## src/rtl/sensor_conditioner.sv

```systemverilog
// -----------------------------------------------------------------------------
// sensor_conditioner
//
// Front end for the traffic-light controller. The four raw vehicle sensors
// (AS1, AS2 on the main road; BS1, BS2 on the side road) are synchronised and
// debounced. Each road then gets a presence flag that stays up for HOLD_CYCLES
// after its last sensor drops. The block also keeps a saturating vehicle
// counter per road.
//
// There is no handshake. Every output is a plain registered or combinational
// level, valid on every cycle, and the block never stalls.
//
// Ports
//   clk_50M       in   1      system clock
//   reset_btn     in   1      asynchronous active-low reset
//   AS1, AS2      in   1      raw main-road sensors (asynchronous, active-high)
//   BS1, BS2      in   1      raw side-road sensors (asynchronous, active-high)
//   clear_cnt     in   1      synchronous clear of both vehicle counters
//   sensor_combo  out  2      {main present, side present}
//   combo_change  out  1      one-cycle pulse on the first cycle of a new combo
//   db_sensors    out  4      debounced {AS1, AS2, BS1, BS2}
//   veh_cnt_a     out  CNT_W  saturating main-road vehicle count
//   veh_cnt_b     out  CNT_W  saturating side-road vehicle count
// -----------------------------------------------------------------------------
module sensor_conditioner #(
    parameter int DEBOUNCE_CYCLES = 500000,
    parameter int HOLD_CYCLES     = 100000000,
    parameter int CNT_W           = 8
) (
    input  logic             clk_50M,
    input  logic             reset_btn,
    input  logic             AS1,
    input  logic             AS2,
    input  logic             BS1,
    input  logic             BS2,
    input  logic             clear_cnt,
    output logic [1:0]       sensor_combo,
    output logic             combo_change,
    output logic [3:0]       db_sensors,
    output logic [CNT_W-1:0] veh_cnt_a,
    output logic [CNT_W-1:0] veh_cnt_b
);

    localparam int DB_W   = $clog2(DEBOUNCE_CYCLES) + 1;
    // With HOLD_CYCLES = 0 the hold counter is never loaded with a non-zero
    // value. It still needs at least one bit so that it is a legal vector.
    localparam int HOLD_W = (HOLD_CYCLES > 0) ? $clog2(HOLD_CYCLES + 1) : 1;

    localparam logic [DB_W-1:0]   DB_LAST   = DB_W'(DEBOUNCE_CYCLES - 1);
    localparam logic [HOLD_W-1:0] HOLD_LOAD = HOLD_W'(HOLD_CYCLES);
    localparam logic [CNT_W-1:0]  CNT_MAX   = {CNT_W{1'b1}};

    // Bit order everywhere: [3]=AS1 [2]=AS2 [1]=BS1 [0]=BS2
    logic [3:0]        w_raw;
    logic [3:0]        r_s1;
    logic [3:0]        r_s2;
    logic [3:0]        r_db;
    logic [3:0]        r_db_d;
    logic [DB_W-1:0]   r_db_cnt [4];

    // Road index: [1]=main (A), [0]=side (B)
    logic [1:0]        w_road_raw;
    logic [HOLD_W-1:0] r_hold [2];
    logic [1:0]        r_present;
    logic [1:0]        r_combo_prev;

    logic [3:0]        w_rise;
    logic [1:0]        w_inc_a;
    logic [1:0]        w_inc_b;
    logic [CNT_W:0]    w_sum_a;
    logic [CNT_W:0]    w_sum_b;
    logic [CNT_W-1:0]  r_cnt_a;
    logic [CNT_W-1:0]  r_cnt_b;

    assign w_raw = {AS1, AS2, BS1, BS2};

    // -------------------------------------------------------------------------
    // Two-flop synchroniser
    // -------------------------------------------------------------------------
    always_ff @(posedge clk_50M or negedge reset_btn) begin
        if (!reset_btn) begin
            r_s1 <= '0;
            r_s2 <= '0;
        end else begin
            r_s1 <= w_raw;
            r_s2 <= r_s1;
        end
    end

    // -------------------------------------------------------------------------
    // Debounce. The counter only runs while the synchronised level disagrees
    // with the debounced level. It restarts whenever the two agree again, so
    // a glitch shorter than DEBOUNCE_CYCLES leaves no trace behind.
    // -------------------------------------------------------------------------
    always_ff @(posedge clk_50M or negedge reset_btn) begin
        if (!reset_btn) begin
            r_db <= '0;
            for (int i = 0; i < 4; i++) begin
                r_db_cnt[i] <= '0;
            end
        end else begin
            for (int i = 0; i < 4; i++) begin
                if (r_s2[i] == r_db[i]) begin
                    r_db_cnt[i] <= '0;
                end else if (r_db_cnt[i] == DB_LAST) begin
                    r_db[i]     <= r_s2[i];
                    r_db_cnt[i] <= '0;
                end else begin
                    r_db_cnt[i] <= r_db_cnt[i] + DB_W'(1);
                end
            end
        end
    end

    // -------------------------------------------------------------------------
    // Presence hold per road. Raw presence reloads the counter, so a short gap
    // between vehicles never drops the presence flag.
    // -------------------------------------------------------------------------
    assign w_road_raw = {r_db[3] | r_db[2], r_db[1] | r_db[0]};

    always_ff @(posedge clk_50M or negedge reset_btn) begin
        if (!reset_btn) begin
            r_present <= '0;
            for (int r = 0; r < 2; r++) begin
                r_hold[r] <= '0;
            end
        end else begin
            for (int r = 0; r < 2; r++) begin
                if (w_road_raw[r]) begin
                    r_hold[r]    <= HOLD_LOAD;
                    r_present[r] <= 1'b1;
                end else if (r_hold[r] != '0) begin
                    r_hold[r]    <= r_hold[r] - HOLD_W'(1);
                    r_present[r] <= 1'b1;
                end else begin
                    r_present[r] <= 1'b0;
                end
            end
        end
    end

    // The previous combo is registered and sensor_combo itself is registered.
    // The comparison is therefore true only on the first cycle of a new value.
    // A change in both bits yields a single pulse.
    always_ff @(posedge clk_50M or negedge reset_btn) begin
        if (!reset_btn) begin
            r_combo_prev <= '0;
        end else begin
            r_combo_prev <= r_present;
        end
    end

    // -------------------------------------------------------------------------
    // Vehicle counters: count debounced rising edges and saturate at the top.
    // -------------------------------------------------------------------------
    always_ff @(posedge clk_50M or negedge reset_btn) begin
        if (!reset_btn) begin
            r_db_d <= '0;
        end else begin
            r_db_d <= r_db;
        end
    end

    assign w_rise  = r_db & ~r_db_d;
    assign w_inc_a = {1'b0, w_rise[3]} + {1'b0, w_rise[2]};
    assign w_inc_b = {1'b0, w_rise[1]} + {1'b0, w_rise[0]};
    // One extra bit catches the carry that signals saturation.
    assign w_sum_a = {1'b0, r_cnt_a} + (CNT_W + 1)'(w_inc_a);
    assign w_sum_b = {1'b0, r_cnt_b} + (CNT_W + 1)'(w_inc_b);

    always_ff @(posedge clk_50M or negedge reset_btn) begin
        if (!reset_btn) begin
            r_cnt_a <= '0;
            r_cnt_b <= '0;
        end else if (clear_cnt) begin
            r_cnt_a <= '0;
            r_cnt_b <= '0;
        end else begin
            r_cnt_a <= w_sum_a[CNT_W] ? CNT_MAX : w_sum_a[CNT_W-1:0];
            r_cnt_b <= w_sum_b[CNT_W] ? CNT_MAX : w_sum_b[CNT_W-1:0];
        end
    end

    // -------------------------------------------------------------------------
    // Outputs
    // -------------------------------------------------------------------------
    assign sensor_combo = r_present;
    assign combo_change = (r_present != r_combo_prev);
    assign db_sensors   = r_db;
    assign veh_cnt_a    = r_cnt_a;
    assign veh_cnt_b    = r_cnt_b;

endmodule

```

## config.mk

```make
export PLATFORM = sky130hd
export DESIGN_NAME = sensor_conditioner
export DESIGN_NICKNAME = d
export VERILOG_FILES = /design/src/rtl/sensor_conditioner.sv
export SDC_FILE = /design/constraint.sdc
export NUM_CORES = 1
export LEC_CHECK = 0
export ABC_CLOCK_PERIOD_IN_PS = 2800
export BUFFER_PORTS_ARGS = -buffer_cell sky130_fd_sc_hd__buf_2
export CAP_MARGIN = 20
export CORE_ASPECT_RATIO = 0.9
export CORE_MARGIN = 2
export CORE_UTILIZATION = 60
export CTS_CLUSTER_DIAMETER = 60
export DETAILED_ROUTE_END_ITERATION = 16
export PLACE_DENSITY_LB_ADDON = 0.1
export SYNTH_ARGS = -nofsm -noshare
export SYNTH_HDL_FRONTEND = slang
export SYNTH_SLANG_ARGS = --single-unit
```

## constraint.sdc

```tcl
create_clock -name clk_50M -period 2.8 [get_ports clk_50M]
set_input_delay 0.14 -clock clk_50M [delete_from_list [all_inputs] [get_ports clk_50M]]
set_output_delay 0.14 -clock clk_50M [all_outputs]
set_load 0.02 [all_outputs]
```

==> summary.md <==
| Metric | Value |
|---|---|
| Largest net degree at the start of global routing | 67 |
| Overall Power | 4.93 mW |
| Final Hold Fails | 0 |
| Hpwl dp | 10.8 mm |
| Fin Clk Skew | 0.00766 ns |
| Hold Path Class | in -> reg |
| Final period util | 92.8% |
| # setup viols final | 0 |
| Mean post-synth cell area | 9.99 sq um |
| Total GRT Usage | 23.9% |
| Area Growth Syn to Fin | 12.4% |
| Post-synth EDFFs | 0 |
| Slowest cell on crit path | or4_4 |
| Postcts setup bufs | 0 |
| Max clock buf depth | 2 |
| Total CTS buffers | 17 |
| Clock transition at the registers of the reported paths | 0.06 ns |
| Register bit total from synthesis | 170 |
| Rel. slew slack | 38.0% |
| Synth Instances | 821 |
| CP Capture Type | flop |
| P per Cell Area | 535 nW/um^2 |
| Die H | 115 um |
| DRT Wirelength | 16.2 mm |
| Die X | 127 um |
| Max Cap Viol | 0 |
| Setup crit start kind | flop |
| Vias in the first global route | 6110 |
| WS Path Type | reg -> reg |
| IO Count | 30 |
| RSZ-0062 raised after global routing | false |
| # placed instances | 1008 |
| Total grt overflow | 0 |
| Crit path DAT | 2.92 ns |
| First-pass GRT wire length | 28.2 mm |
| Initial DRC count | 455 |
| Synth area leader | dfrtp_1 |
| Worst Tran Pin Value | 0.923 ns |
| Warning count from the yosys run | 0 |
| Setup TNS | 0 ns |
| Final nets | 881 |
| GPL Wtd Cong | 0.874 |
| Share of the synthesized area in the top cell type | 51.9% |
| Routed wire per std cell | 15.6 um |
| Routed via count | 6072 |
| Post-route ant nets | 0 |
| H-tree levels | 4 |
| Min Clock Period, post-route | 2.60 ns |
| Final Max Slew Viols | 0 |
| Most used DFF post-synth | dfrtp_1 |
| Die area | 14600 sq um |
| Post-synth ARST share | 100% |
| Synth area leaders | dfrtp_1 (52%), xnor2_1 (6.4%), xor2_1 (5.7%) |
| Crit path max fanout | 9 |
| Layout cells sized above 1 | 12.6% |
| Fmax | 385 MHz |
| Sequential area share after synthesis | 51.9% |
| Post-Syn Nets | 838 |
| Total clock sinks | 170 |
| Synth Cell Area | 8200 sq um |
| CP cell instances | inv_1 > ha_1 > or4b_4 > or4_4 > nor3_4 > buf_4 > nor2b_1 > a211oi_1 |
| Post-synth cell types | 55 |
| CTS resizes | 0 |
| WP data required | 3.12 ns |
| CP max stage delay | 0.63 ns |
| Initial antenna violation count | 0 |
| N_diodes | 0 |
| Core ar. | 13400 sq um |
| Initial Util | 61.4% |
| Peak supply drop | 0.540 mV |
| P_leak | 4.28 nW |
| Clk root buf | clkbuf_16 |
| Non-filler instance count after layout | 1043 |
| Port bufs | 29 |
| Clock Latency Late Sink | 0.43 ns |
| Vias per cell | 5.82 |
| DRC viols | 0 |
| TritonCTS clock tree | built |
| DR pass1 iterations | 4 |
| Num rows | 40 |
| Status | completed |
[metal layers]
layer | global-route usage [%] | vias to the layer above | routed length (um) | share of wire (%)
met4 | 6.89 | 0 | 165 | 1.0
met1 | 32.1 | 3020 | 7700 | 47
met3 | 5.44 | 17 | 483 | 3.0
met5 | 0 | - | 0 | 0
li1 | - | 2952 | - | -
met2 | 39.5 | 83 | 7890 | 49
[Yosys cell counts, types with 7 or more instances]
| library cell | number |
|---|---|
| dfrtp_1 | 170 |
| nor2_1 | 121 |
| xnor2_1 | 60 |
| nand2_1 | 58 |
| xor2_1 | 53 |
| nand3_1 | 42 |
| nor3_1 | 32 |
| nand4_1 | 26 |
| nor4_1 | 25 |
| inv_1 | 24 |
| clkbuf_1 | 23 |
| a21oi_1 | 20 |
| or3_1 | 17 |
| or4_1 | 12 |
| and3_1 | 10 |
| o211ai_1 | 10 |
| or2_2 | 10 |
| and4_1 | 9 |
| ha_1 | 8 |
| a211oi_1 | 7 |
| nand2b_1 | 7 |
| o21ai_0 | 7 |
[worst max-delay path, delay by kind of cell (launching register included)]
family,cells,cell delay (ns)
flops,1,0.38
fa+ha+maj,1,0.19
compound gates,1,0.20
simple gates,4,1.43
buf+inv,2,0.29
[stage by stage]
stage	cell area [sq um]	util (%)	setup WS (ns)	hold WS, ns
6_report	9220	69.0	0.201	0.134
5_1_grt	9220	69.0	0.00304	0.144
4_1_cts	9220	69.0	0.174	0.127
3_5_place_dp	8590	64.3	0.202	0.104
3_3_place_gp	8590	64.3	0.289	0.102
2_1_floorplan	8200	-	0.278	-0.156
[final cells by class]
class / instances / area, sq um
sequential: 170 / 4250
fill: 1039 / 4140
multi-input combinational: 598 / 3730
clock buffer: 17 / 425
timing repair buffer: 53 / 357
tap: 168 / 210
clock inverter: 13 / 154
inverter: 24 / 90.1
[layout by cell type (no fill, tap or decap), drive strengths merged, types with 5 or more instances in the layout]
cell type and count:
a211oi 7, a21oi 23, a31oi 5, and3 10
and4 9, buf 48, clkbuf 17, clkinv 8
dfrtp 170, dlygate4sd3 5, ha 8, inv 25
nand2 58, nand2b 7, nand3 42, nand4 26
nor2 122, nor3 33, nor4 27, o211ai 10
o21ai 12, o31ai 8, or2 10, or3 20
or4 15, xnor2 60, xor2 53
[path summary, 6_finish.rpt]
| kind | endpoint | slack [ns] | cells past startpoint | startpoint |
|---|---|---|---|---|
| worst max-delay path | r_hold[28] | 0.20 | 8 | r_hold[27] |
| worst min-delay path | veh_cnt_a[3] | 0.13 | 2 | clear_cnt |
| worst max register to register | r_hold[28] | 0.20 | 8 | r_hold[27] |
| worst min register to register | r_s2[2] | 0.36 | 0 | r_s1[2] |
| max in group asynchronous | r_db_cnt[45] | 1.79 | 3 | reset_btn |
| min in group asynchronous | r_hold[12] | 0.22 | 2 | reset_btn |
[flip-flops by register name (all words and copies together), names as in the netlist]
signal / count
db_sensors: 4
r_combo_prev: 2
r_db_cnt: 80
r_db_d: 4
r_hold: 54
r_s1: 4
r_s2: 4
sensor_combo: 2
veh_cnt_a: 8
veh_cnt_b: 8
[where the power goes]
part / switching, mW / total, mW / internal (mW)
registers: 0.0188 / 2.50 / 2.48
logic: 0.0849 / 0.116 / 0.0308
clock network: 0.936 / 2.32 / 1.39
[cell families after synthesis]
logic type	after synthesis	share of synthesized area, %
flops	170	51.9
mux	4	0.549
buf+inv	53	2.64
fa+ha+maj	10	1.71
compound gates	75	6.31
xor+xnor	113	12.1
simple gates	396	24.9
[what timing repair did]
action,in CTS,in global routing
endpoints found under the hold margin,48,0
hold buffers,5,0
setup endpoints to repair,0,1
Note: power is estimated with default switching activity, not from simulation.
